<file path="src/rtl/alu_cmd_sequencer.sv">
// Command front-end for the button-driven ALU.
// Queues op/operand commands, pulses one ALU button per command, returns the captured result.
`timescale 1ns/1ps
module alu_cmd_sequencer #(
   parameter int DEPTH = 4,
   parameter int N     = 16
) (
   input  logic                   clk,
   input  logic                   rst_n,
   input  logic                   cmd_valid,
   output logic                   cmd_ready,
   input  logic [3:0]             cmd_op,
   input  logic [N-1:0]           cmd_data,
   output logic                   rsp_valid,
   input  logic                   rsp_ready,
   output logic [N-1:0]           rsp_result,
   output logic [2:0]             rsp_error,
   output logic [3:0]             rsp_flags,
   output logic                   rsp_illegal,
   output logic [13:0]            alu_buttons,
   output logic [N-1:0]           alu_busIn,
   input  logic [N-1:0]           alu_busOut,
   input  logic [2:0]             alu_error,
   input  logic [3:0]             alu_flags,
   output logic                   busy,
   output logic [$clog2(DEPTH):0] fifo_count
);

   localparam int AW = $clog2(DEPTH);
   localparam int CW = AW + 1;

   typedef enum logic [1:0] {
      IDLE,
      ISSUE,
      CAPTURE,
      RESP
   } state_e;

   logic [3:0]   op_mem_q   [DEPTH];
   logic [N-1:0] data_mem_q [DEPTH];

   logic [AW-1:0] wr_ptr_q, wr_ptr_d;
   logic [AW-1:0] rd_ptr_q, rd_ptr_d;
   logic [CW-1:0] count_q, count_d;

   state_e        state_q, state_d;
   logic [3:0]    op_q, op_d;
   logic [13:0]   buttons_q, buttons_d;
   logic [N-1:0]  busin_q, busin_d;
   logic          rsp_valid_q, rsp_valid_d;
   logic [N-1:0]  rsp_result_q, rsp_result_d;
   logic [2:0]    rsp_error_q, rsp_error_d;
   logic [3:0]    rsp_flags_q, rsp_flags_d;
   logic          rsp_illegal_q, rsp_illegal_d;

   logic          push;
   logic          pop;
   logic [3:0]    head_op;
   logic [N-1:0]  head_data;
   logic          op_active;

   assign cmd_ready = (count_q < CW'(DEPTH));
   assign push      = cmd_valid & cmd_ready;
   assign pop       = (state_q == IDLE) && (count_q != '0);
   assign head_op   = op_mem_q[rd_ptr_q];
   assign head_data = data_mem_q[rd_ptr_q];
   assign op_active = (op_q != 4'd0) && (op_q != 4'hF);

   always_ff @(posedge clk) begin
      if (push) begin
         op_mem_q[wr_ptr_q]   <= cmd_op;
         data_mem_q[wr_ptr_q] <= cmd_data;
      end
   end

   always_comb begin
      wr_ptr_d = wr_ptr_q;
      rd_ptr_d = rd_ptr_q;
      count_d  = count_q;
      if (push) begin
         wr_ptr_d = wr_ptr_q + AW'(1);
      end
      if (pop) begin
         rd_ptr_d = rd_ptr_q + AW'(1);
      end
      unique case ({push, pop})
         2'b10:   count_d = count_q + CW'(1);
         2'b01:   count_d = count_q - CW'(1);
         default: count_d = count_q;
      endcase
   end

   always_comb begin
      state_d       = state_q;
      op_d          = op_q;
      buttons_d     = buttons_q;
      busin_d       = busin_q;
      rsp_valid_d   = rsp_valid_q;
      rsp_result_d  = rsp_result_q;
      rsp_error_d   = rsp_error_q;
      rsp_flags_d   = rsp_flags_q;
      rsp_illegal_d = rsp_illegal_q;
      unique case (state_q)
         IDLE: begin
            if (pop) begin
               op_d    = head_op;
               busin_d = head_data;
               // ops 1..14 map to buttons 0..13; 0 and 15 press nothing
               for (int i = 0; i < 14; i++) begin
                  buttons_d[i] = (head_op == 4'(i + 1));
               end
               state_d = ISSUE;
            end
         end
         ISSUE: begin
            // error lines are only meaningful while the button is held
            rsp_error_d = op_active ? alu_error : 3'b000;
            buttons_d   = '0;
            state_d     = CAPTURE;
         end
         CAPTURE: begin
            rsp_result_d  = alu_busOut;
            rsp_flags_d   = alu_flags;
            rsp_illegal_d = (op_q == 4'hF);
            rsp_valid_d   = 1'b1;
            state_d       = RESP;
         end
         RESP: begin
            if (rsp_ready) begin
               rsp_valid_d = 1'b0;
               state_d     = IDLE;
            end
         end
         default: state_d = IDLE;
      endcase
   end

   always_ff @(posedge clk or negedge rst_n) begin
      if (!rst_n) begin
         wr_ptr_q      <= '0;
         rd_ptr_q      <= '0;
         count_q       <= '0;
         state_q       <= IDLE;
         op_q          <= '0;
         buttons_q     <= '0;
         busin_q       <= '0;
         rsp_valid_q   <= 1'b0;
         rsp_result_q  <= '0;
         rsp_error_q   <= '0;
         rsp_flags_q   <= '0;
         rsp_illegal_q <= 1'b0;
      end else begin
         wr_ptr_q      <= wr_ptr_d;
         rd_ptr_q      <= rd_ptr_d;
         count_q       <= count_d;
         state_q       <= state_d;
         op_q          <= op_d;
         buttons_q     <= buttons_d;
         busin_q       <= busin_d;
         rsp_valid_q   <= rsp_valid_d;
         rsp_result_q  <= rsp_result_d;
         rsp_error_q   <= rsp_error_d;
         rsp_flags_q   <= rsp_flags_d;
         rsp_illegal_q <= rsp_illegal_d;
      end
   end

   assign alu_buttons = buttons_q;
   assign alu_busIn   = busin_q;
   assign rsp_valid   = rsp_valid_q;
   assign rsp_result  = rsp_result_q;
   assign rsp_error   = rsp_error_q;
   assign rsp_flags   = rsp_flags_q;
   assign rsp_illegal = rsp_illegal_q;
   assign fifo_count  = count_q;
   assign busy        = (state_q != IDLE) || (count_q != '0);

endmodule

</file>
<file path="config.mk">
export PLATFORM = sky130hd
export DESIGN_NAME = alu_cmd_sequencer
export DESIGN_NICKNAME = d
export VERILOG_FILES = /design/src/rtl/alu_cmd_sequencer.sv
export SDC_FILE = /design/constraint.sdc
export NUM_CORES = 1
export LEC_CHECK = 0
export ABC_CLOCK_PERIOD_IN_PS = 2390
export BUFFER_PORTS_ARGS = -buffer_cell sky130_fd_sc_hd__buf_4
export CAP_MARGIN = 20
export CORE_MARGIN = 5
export CORE_UTILIZATION = 52
export CTS_BUF_LIST = sky130_fd_sc_hd__clkbuf_2 sky130_fd_sc_hd__clkbuf_4 sky130_fd_sc_hd__clkbuf_8
export DETAILED_ROUTE_END_ITERATION = 12
export PLACE_DENSITY_LB_ADDON = 0.12
export SKIP_CTS_REPAIR_TIMING = 1
export SYNTH_ARGS = -nofsm -noshare
export SYNTH_HDL_FRONTEND = slang
export SYNTH_SLANG_ARGS = --single-unit
</file>
<file path="constraint.sdc">
create_clock -name clk -period 2.39 [get_ports clk]
set_input_delay 0.239 -clock clk [delete_from_list [all_inputs] [get_ports clk]]
set_output_delay 0.239 -clock clk [all_outputs]
set_load 0.05 [all_outputs]
</file>
Word-level counts from Yosys, hierarchy flattened
Memories as Yosys holds them, arrays and structs flattened. A register that Yosys moved wholly into a read port is not among the register bits.
Cells that the tools add are included.

word-level totals
  register bits = 52
  memory bits (writable) = 80
  input bits = 47
  output and inout bits = 60
  word-level logic and storage cells = 68
  memories = 2

memory list
  name        depth  bits a word  rd ports  clocked after Yosys merged registers in  write ports  RTL line  RTL
  data_mem_q  4      16           1         1                                        1            40        logic [N-1:0] data_mem_q [DEPTH];
  op_mem_q    4      4            1         0                                        1            39        logic [3:0] op_mem_q [DEPTH];

cells by class
  add/sub/neg operators = 4
  magnitude comparators = 1
  equal/unequal tests = 23
  mux-type cells = 11
  bitwise operators = 1
  reduce and logical (&&, ||, !) cells = 15

operators by type and width
  operator                                                               number
  4-bit equality test, second input constant                             8
  14-bit case mux with 2 select lines                                    1
  4-bit by 3-bit equality test with 1-bit output, second input constant  4
  14-bit 2-to-1 mux                                                      1
  4-bit by 2-bit equality test with 1-bit output, second input constant  2
  2-bit case mux with 4 select lines                                     1
  2-bit AND reduction                                                    4
  2-bit nonzero test                                                     4
  2-bit equality test, second input constant                             3
  3-bit case mux with 2 select lines                                     1
  2-bit by 1-bit adder with 2-bit output, second input constant          2
  2-bit by 1-bit equality test with 1-bit output, second input constant  2
  4-bit by 1-bit equality test with 1-bit output, second input constant  1
  2-bit 2-to-1 mux                                                       2
  2-bit inequality test, second input constant                           2
  4-bit inequality test, second input constant                           1
  4-bit nonzero test                                                     1
  3-bit by 1-bit adder with 3-bit output, second input constant          1
  3-bit < comparator, second input constant                              1
  1-bit 2-to-1 mux                                                       3
  3-bit 2-to-1 mux                                                       1
  3-bit nonzero test                                                     1
  3-bit by 1-bit subtractor with 3-bit output, second input constant     1
  1-bit logical AND                                                      2
  5 further kinds                                                        5

Longest topological paths before layout
Gate-level depths: netlist of the first run.

  word-level depth = 4
  depth in mapped cells = 11
  depth with buffers taken out = 10

Worst setup path before layout of the first run
No wires, ideal clock.

  path type = flip-flop to flip-flop
  start point = register count_q[0] (netlist: fifo_count[0])
  end point = register count_q[2] (netlist: fifo_count[2])
  setup time = 0.139 ns
  arrival = 2.253 ns
  required time = 2.251 ns
  setup slack = -0.003 ns
  stages on the path, launching flop included = 10
  buffers on the path = 1
  clock period less this slack = 2.393 ns
  path through = dfrtp_1 > o31ai_4 > inv_2 > clkbuf_1 > ha_1 > inv_1 > fa_1 > xor2_1 > nor2_1 > xnor2_1

between the ends
  longest elaborated chain between the ends = 4
  elaborated cells on any way between the ends = 10
  those cells by class = add/sub (2); order compare (1); eq/ne (2); mux (1); bitwise (1); reduce/logical (3)

RTL lines
  item                                                                                   RTL line  RTL
  start, declared                                                                        44        logic [CW-1:0] count_q, count_d;
  start signal, assigned                                                                 155       count_q <= count_d;
  3-bit nonzero test *                                                                   64        assign pop = (state_q == IDLE) && (count_q != '0);
  1-bit logical AND *                                                                    64
  net pop                                                                                57        logic pop;
  2-bit by 1-bit equality test with 1-bit output or 2-bit equality test (tied branches)  86        unique case ({push, pop})
  3-bit case mux with 2 select lines or 2-bit nonzero test (tied branches)               --

Mark *: on every way through the listed nets, which the timed path passes. The rest lies on a longest branch.
A chain may end at the register's enable or synchronous reset.

Worst setup path after layout of the first run
  start point = register state_q[0]
  end point = output port busy

between the ends
  longest elaborated chain between the ends = 2

RTL lines
  item                    RTL line  RTL
  start, declared         46        state_e state_q, state_d;
  start signal, assigned  156       state_q <= state_d;
  2-bit nonzero test      176       assign busy = (state_q != IDLE) || (count_q != '0);
  1-bit logical OR        176
  end, declared           25        output logic busy,

Every way passes these cells.

==> metrics.log, run 1 <==
INFO  metric outcome = finished clean
INFO  metric timing_worst_slew_pin_value = 0.8845 ns
INFO  metric sequential_share_of_the_synthesized_area = 70.78%
INFO  metric final_layout_size_suffix_gt1_share = 37.60%
INFO  metric cts.sinks = 148
INFO  metric std_cell_rows = 38
INFO  metric number_of_buffers_added_by_the_clock_tree_synthesis_step = 17
INFO  metric groute.layer.met2.usage = 28.47%
INFO  metric worst_setup_path_end_kind = output port
INFO  metric busiest_layer = met2
INFO  metric htree_num_levels = 4
INFO  metric worst-path-max-fanout = 4
INFO  metric cp.arrival = 1.97 ns
INFO  metric finalWirelength = 10.86 mm
INFO  metric max_cap_violations = 0
INFO  metric die_w = 115.6 µm
INFO  metric setup_total_negative_slack = 0 ns
INFO  metric post-route-min-period = 2.204 ns
INFO  metric number_of_max_slew_violations_in_the_final_report = 0
INFO  metric synth_enable_flop_cells = 80
INFO  metric critical_path.max_stage_delay = 0.52 ns
INFO  metric stdcell_area = 7400 µm²
INFO  metric critPathLaunchType = flop
INFO  metric power.switching = 4.268 mW
INFO  metric syn-num-nets = 401
INFO  metric syn_inst = 343
INFO  metric drtIter0Drc = 160
INFO  metric cell_types_occupying_the_most_area_after_synthesis = sky130_fd_sc_hd__edfxtp_1 (41%), sky130_fd_sc_hd__dfrtp_1 (29%), sky130_fd_sc_hd__mux4_2 (4.3%)
INFO  metric root_buffer = sky130_fd_sc_hd__clkbuf_8
INFO  metric worst_slack = 0.1858 ns
INFO  metric synth_area_per_cell = 16.90 µm²
INFO  metric met1_usage = 21.36%
INFO  metric clkPwrFrac = 18.3%
INFO  metric core_area = 10,890 µm²
INFO  metric tritoncts_clock_tree = done
INFO  metric synth.top_cells.by_count = sky130_fd_sc_hd__edfxtp_1 (80), sky130_fd_sc_hd__dfrtp_1 (68), sky130_fd_sc_hd__nand2_1 (62), sky130_fd_sc_hd__mux2_2 (21), sky130_fd_sc_hd__inv_1 (17)
INFO  metric cp_slowest_cell = sky130_fd_sc_hd__or4b_4
INFO  metric vdd_ir_drop_max = 846.0 µV
INFO  metric dieHeight = 115.6 µm
INFO  metric post-route-period-util = 92.22%
INFO  metric first_global_vias = 3,321
INFO  metric synth_warn = 0
INFO  metric grt-ovfl-total = 0
INFO  metric ys_flop_type = sky130_fd_sc_hd__edfxtp_1
INFO  metric antenna_found_initial = 0
INFO  metric fp.dieArea = 13,360 µm²
INFO  metric hold_violations = 0
INFO  metric p_int = 6.175 mW
INFO  metric gpl.final_weighted_congestion = 0.7302
INFO  metric global_route_wire_length_before_repair = 16.99 mm
INFO  metric nNetsFinal = 545
INFO  metric buffer_ports.inserted = 106
INFO  metric place.detailed.hpwl = 6.953 mm
INFO  metric synth.most_common_cell = sky130_fd_sc_hd__edfxtp_1
INFO  metric synth-async-reset-ratio = 45.95%
INFO  metric setup_repair_after_global_routing_missed_its_margin = false
INFO  metric timing.slew.headroom = 41.04%
INFO  metric post_drt_via_cell_ratio = 5.097
INFO  metric pre_cts_ws = 0.3554 ns
INFO  metric i_o_pins = 107
INFO  metric met3_usage = 5.065%
INFO  metric power.combinational.fraction = 45.0%
INFO  metric timing.hold.worst.class = input pin to flop
INFO  metric ant_nets = 0
INFO  metric initial_core_util = 53.25%
INFO  metric ctsLongestPathBuffers = 2
INFO  metric grt_util_all_layers = 16.89%
INFO  metric synth_largest_area_cell = sky130_fd_sc_hd__edfxtp_1
INFO  metric place_inst = 587
INFO  metric final-setup-viol-count = 0
INFO  metric clk_latency = 0.42 ns
INFO  metric worst_ep_required = 2.15 ns
INFO  metric fmax = 453.7 MHz
INFO  metric post_synth_num_cell_types = 37
INFO  metric r2r-start = state_q[0]
INFO  metric swShare = 40.87%
INFO  metric vias = 3,262
INFO  metric synth_seq_cells = 148
INFO  metric crit_path_cell_trace = inv_1 -> ha_1 -> or4b_4 -> buf_4
INFO  metric post-route-drc-count = 0
INFO  metric stdcell_count = 640
INFO  metric netlist.area_leader.share = 41.43%
INFO  metric critPathKind = flop to output port
INFO  metric min_from = alu_busOut[5]
INFO  metric post_dp_cell_area = 6789 µm²
INFO  metric drt-pass1-iter-count = 4
INFO  metric p_leak = 3.169 nW
INFO  metric cellPowerDensity = 1411 nW/µm²
INFO  metric pin_count_of_the_biggest_net_entering_global_routing = 69
INFO  metric layout-area-overhead-vs-synth = 27.62%
INFO  metric seqPwrFrac = 36.7%
INFO  metric critical_path_startpoint = state_q[0]
INFO  metric total_power = 10.44 mW
INFO  metric avgRoutedWirePerCell = 16.97 µm
INFO  metric timing.clock.skew = 0.008015 ns
INFO  metric n_antenna_cell = 0
INFO  metric syn-cell-area = 5798 µm²
INFO  metric clkTransAtPathRegs = 0.08 ns
critical path: cells and delay by family, from the launching register on:
| kind | cells | cell delay (ns) |
|---|---|---|
| AND/OR/NAND/NOR | 1 | 0.52 |
| flip-flops | 1 | 0.40 |
| buffers and inverters | 2 | 0.33 |
| adder cells (fa/ha/maj) | 1 | 0.29 |
power groups by stage:
stage / registers [mW] / logic [mW] / clock network [mW]
finish: 3.83 / 4.70 / 1.91
global route: 3.92 / 5.07 / 2.07
CTS: 3.85 / 4.76 / 1.95
detailed placement: 3.90 / 4.75 / 0
global placement: 3.86 / 4.68 / 0
floorplan: 5.26 / 1.99 / 0
stage by stage:
step,util [%],hold WS [ns]
floorplan,-,-0.05659
global placement,62.35,0.4008
detailed placement,62.35,0.4246
CTS,66.03,-0.05305
global route,67.96,0.008526
finish,67.96,0.04765
area by class of cell:
type,count,area [µm²]
Clock buffer,22,296.5
Clock inverter,10,103.9
Fill cell,750,3488
Inverter,18,67.56
Multi-Input combinational cell,164,1563
Sequential cell,148,4105
Tap cell,140,175.2
Timing Repair Buffer,138,1089
logic make-up (layout without fill, tap and decap cells):
group / Yosys count / after routing / synth area share, %
flops: 148 / 148 / 70.78
simple gates: 81 / 81 / 7.208
mux: 44 / 44 / 12.95
buf+inv: 31 / 188 / 2.266
compound gates: 22 / 22 / 3.388
fa+ha+maj: 11 / 11 / 2.503
xor+xnor: 6 / 6 / 0.9063
layer usage:
metal / routed length (µm) / share of wire (%)
met1: 4410 / 41
met2: 5512 / 51
met3: 870 / 8.0
met4: 64 / 0.59
met5: 0 / 0
flip-flops by register name (all words and copies together) (netlist names):
register	cells
alu_busIn	16
alu_buttons	14
data_mem_q	64
fifo_count	3
op_mem_q	16
op_q	4
rd_ptr_q	2
rsp_error	3
rsp_flags	4
rsp_illegal	1
rsp_result	16
rsp_valid	1
state_q	2
wr_ptr_q	2
final timing paths:
path	slack, ns	cells past startpoint	end
worst max-delay path	0.19	4	busy
worst min-delay path	0.05	2	rsp_result[5]
worst max register to register	0.34	10	fifo_count[2]
worst min register to register	0.48	2	alu_busIn[0]
max in group asynchronous	1.31	2	fifo_count[0]
min in group asynchronous	0.48	2	rsp_result[12]
cells in the final DEF (no fill, tap or decap), types with 4 or more instances in the layout:
master / Yosys / final
sky130_fd_sc_hd__buf_4: 1 / 117
sky130_fd_sc_hd__nor2_1: 4 / 4
sky130_fd_sc_hd__nand2_1: 62 / 62
sky130_fd_sc_hd__dfrtp_1: 68 / 67
sky130_fd_sc_hd__clkbuf_8: 0 / 21
sky130_fd_sc_hd__xnor2_1: 5 / 5
sky130_fd_sc_hd__mux4_1: 9 / 9
sky130_fd_sc_hd__and2_1: 4 / 4
sky130_fd_sc_hd__dlygate4sd3_1: 0 / 21
sky130_fd_sc_hd__edfxtp_1: 80 / 80
sky130_fd_sc_hd__a22o_1: 11 / 11
sky130_fd_sc_hd__inv_1: 17 / 17
sky130_fd_sc_hd__ha_1: 10 / 10
sky130_fd_sc_hd__mux2_2: 21 / 21
sky130_fd_sc_hd__mux4_2: 11 / 11
Note: power is estimated with default switching activity, not from simulation.
==> run 2, diff against run 1 <==
Settings changed: CELL_PAD_IN_SITES_DETAIL_PLACEMENT set to 1, CELL_PAD_IN_SITES_GLOBAL_PLACEMENT set to 1, CORE_UTILIZATION 52 to 43, SLEW_MARGIN set to 20.
==> metrics.log, run 2 (synthesis results as in run 1) <==
INFO  metric max_ffs_per_register = 64 (unchanged)
INFO  metric drtIter0Drc = 144 (-10%)
INFO  metric finalWirelength = 11.65 mm (+7.3%)
INFO  metric std_cell_rows = 42 (+11%)
INFO  metric clk_latency = 0.44 ns (+0.02 ns)
INFO  metric vdd_ir_drop_max = 553.8 µV (-35%)
INFO  metric clkTransAtPathRegs = 0.08 ns (about the same)
INFO  metric post-route-min-period = 2.198 ns (-0.006306 ns)
INFO  metric crit_path_cell_trace = inv_1 -> ha_1 -> or4b_4 -> buf_4
INFO  metric commonest_cells_after_routing_fill_and_taps_aside = sky130_fd_sc_hd__buf_4 (116), sky130_fd_sc_hd__edfxtp_1 (80), sky130_fd_sc_hd__dfrtp_1 (67), sky130_fd_sc_hd__nand2_1 (62), sky130_fd_sc_hd__dlygate4sd3_1 (23)
INFO  metric antenna_found_initial = 0 (unchanged)
INFO  metric layout.cells.most_common = sky130_fd_sc_hd__buf_4
INFO  metric fmax = 455.0 MHz (+0.29%)
INFO  metric timing_worst_slew_pin_value = 0.8816 ns (-0.002875 ns)
INFO  metric worst_setup_path_end_kind = output port
INFO  metric avgRoutedWirePerCell = 17.21 µm (+1.5%)
INFO  metric cp_slowest_cell = sky130_fd_sc_hd__or4b_4
INFO  metric sum_of_buffers_and_inverters_on_the_critical_path = 2 (unchanged)
INFO  metric final_layout_size_suffix_gt1_share = 37.72% (+0.12 points)
INFO  metric n_antenna_cell = 0 (unchanged)
INFO  metric drt-pass1-iter-count = 4 (unchanged)
INFO  metric p_int = 6.136 mW (-0.64%)
INFO  metric place.detailed.hpwl = 7.548 mm (+8.6%)
INFO  metric timing.hold.worst.class = input pin to flop
INFO  metric root_buffer = sky130_fd_sc_hd__clkbuf_8
INFO  metric timing.clock.skew = 0.01253 ns (+0.004515 ns)
INFO  metric critPathLaunchType = flop
INFO  metric power.switching = 4.302 mW (+0.79%)
INFO  metric worst_slack = 0.1921 ns (+0.006306 ns)
INFO  metric post-route-period-util = 91.96% (-0.26 points)
INFO  metric swShare = 41.22% (+0.34 points)
INFO  metric setup_repair_after_global_routing_missed_its_margin = false
INFO  metric global_route_wire_length_before_repair = 18.77 mm (+11%)
INFO  metric largest_register = data_mem_q
INFO  metric total_power = 10.44 mW (about the same)
INFO  metric critical_path.max_stage_delay = 0.51 ns (about the same)
INFO  metric layout.filler_cells = 1,283 (+71%)
INFO  metric pre_cts_ws = 0.3456 ns (-0.009761 ns)
INFO  metric critPathKind = flop to output port
INFO  metric family_with_the_most_delay_on_the_worst_path = simple AND/OR/NAND/NOR gates
INFO  metric ant_nets = 0 (unchanged)
INFO  metric grt-ovfl-total = 0 (unchanged)
INFO  metric vias = 3,322 (+1.8%)
INFO  metric post_drt_via_cell_ratio = 4.907 (-3.7%)
INFO  metric number_of_buffers_added_by_the_clock_tree_synthesis_step = 17 (unchanged)
INFO  metric layout-area-overhead-vs-synth = 28.44%
INFO  metric die_w = 126.1 µm (+9.1%)
INFO  metric seqPwrFrac = 36.9% (+0.2 points)
INFO  metric worst_ep_required = 2.15 ns (about the same)
INFO  metric grt_util_all_layers = 15.35% (-1.5 points)
INFO  metric i_o_pins = 107 (unchanged)
INFO  metric number_of_max_slew_violations_in_the_final_report = 0 (unchanged)
INFO  metric cts.sinks = 148 (unchanged)
INFO  metric stdcell_area = 7447 µm² (+0.64%)
INFO  metric outcome = finished clean
INFO  metric buffer_ports.inserted = 106 (unchanged)
INFO  metric max_cap_violations = 0 (unchanged)
INFO  metric core_area = 13,240 µm² (+22%)
INFO  metric htree_num_levels = 4 (unchanged)
INFO  metric first_global_vias = 3,590 (+8.1%)
INFO  metric hold_ws = 0.03214 ns (-0.01551 ns)
INFO  metric setup_total_negative_slack = 0 ns (unchanged)
INFO  metric cp.arrival = 1.96 ns (about the same)
INFO  metric ctsLongestPathBuffers = 2 (unchanged)
INFO  metric tritoncts_clock_tree = done
INFO  metric post_dp_cell_area = 6827 µm² (+0.55%)
INFO  metric nNetsFinal = 546 (+0.18%)
INFO  metric p_leak = 3.170 nW (about the same)
INFO  metric dieHeight = 126.1 µm (+9.1%)
INFO  metric final-setup-viol-count = 0 (unchanged)
INFO  metric cellPowerDensity = 1402 nW/µm² (-0.69%)
INFO  metric timing.slew.headroom = 41.23% (+0.19 points)
INFO  metric post-route-drc-count = 0 (unchanged)
INFO  metric worst-path-max-fanout = 4 (unchanged)
INFO  metric pin_count_of_the_biggest_net_entering_global_routing = 69 (unchanged)
INFO  metric multiInputGateArea = 1563 µm² (unchanged)
INFO  metric power.combinational.fraction = 45.1% (about the same)
INFO  metric area.sequential = 4105 µm² (unchanged)
INFO  metric fp.dieArea = 15,910 µm² (+19%)
INFO  metric hold_violations = 0 (unchanged)
INFO  metric gpl.final_weighted_congestion = 0.6970 (-4.5%)
INFO  metric clkPwrFrac = 18.0% (-0.3 points)
INFO  metric initial_core_util = 43.78% (-9.5 points)
==> run 2: cell types whose count changed in the layout (fill, tap and decap cells not counted) <==
| cell | before | now |
|---|---|---|
| sky130_fd_sc_hd__clkinv_4 | 0 | 1 |
| sky130_fd_sc_hd__dlygate4sd3_1 | 21 | 23 |
| sky130_fd_sc_hd__clkbuf_4 | 1 | 5 |
| sky130_fd_sc_hd__clkbuf_8 | 21 | 18 |
| sky130_fd_sc_hd__buf_4 | 117 | 116 |
| sky130_fd_sc_hd__clkinv_1 | 3 | 1 |
==> run 2: final cells by class <==
class	instances	share of cell area (%)
flip-flops and latches	148	55.12
clock buffers	23	3.831
well taps	176	2.957
clock inverters	9	1.411
multi-input cells	164	20.98
repair buffers	139	14.79
inverters	18	0.9073
==> run 2: worst paths after layout <==
check                                    from             to  slack [ns]  cells after the start
worst min-delay path            alu_busOut[9]  rsp_result[9]        0.03                      2
worst max register to register     state_q[0]  fifo_count[2]        0.32                     10
worst min register to register   alu_busIn[2]   alu_busIn[2]        0.48                      2
min in group asynchronous               rst_n   alu_busIn[4]        0.47                      2
worst max-delay path               state_q[0]           busy        0.19                      4
max in group asynchronous               rst_n  fifo_count[0]        1.32                      2
==> run 2: metrics by stage <==
step                      utilization, %  cells
after detailed placement           51.55    622
after global placement             51.55    622
after floorplan                        -    343
after CTS                          54.50    654
final                              56.24    677
after global routing               56.24    677
==> run 2: layer usage <==
metal | up-vias | wire length [µm] | global-route usage [%]
met5 | - | 0 | 0
met4 | 0 | 170 | 5.678
met3 | 15 | 653 | 4.869
met2 | 88 | 6059 | 26.10
met1 | 1676 | 4772 | 18.38
li1 | 1543 | - | -
==> run 2: worst register-to-register path, cell delays in order, from the launching register on <==
cell	delay (ns)
sky130_fd_sc_hd__dfrtp_1	0.41
sky130_fd_sc_hd__inv_1	0.13
sky130_fd_sc_hd__ha_1	0.26
sky130_fd_sc_hd__o31ai_4	0.11
sky130_fd_sc_hd__inv_2	0.07
sky130_fd_sc_hd__ha_1	0.17
sky130_fd_sc_hd__inv_1	0.07
sky130_fd_sc_hd__fa_1	0.37
sky130_fd_sc_hd__xor2_1	0.15
sky130_fd_sc_hd__nor2_1	0.12
sky130_fd_sc_hd__xnor2_1	0.14
==> run 2: power groups by stage <==
stage | clock network, mW | logic (mW) | registers, mW
finish | 1.88 | 4.71 | 3.85
global route | 2.04 | 5.09 | 3.96
CTS | 1.95 | 4.78 | 3.87
detailed placement | 0 | 4.76 | 3.91
global placement | 0 | 4.69 | 3.88
floorplan | 0 | 1.99 | 5.26
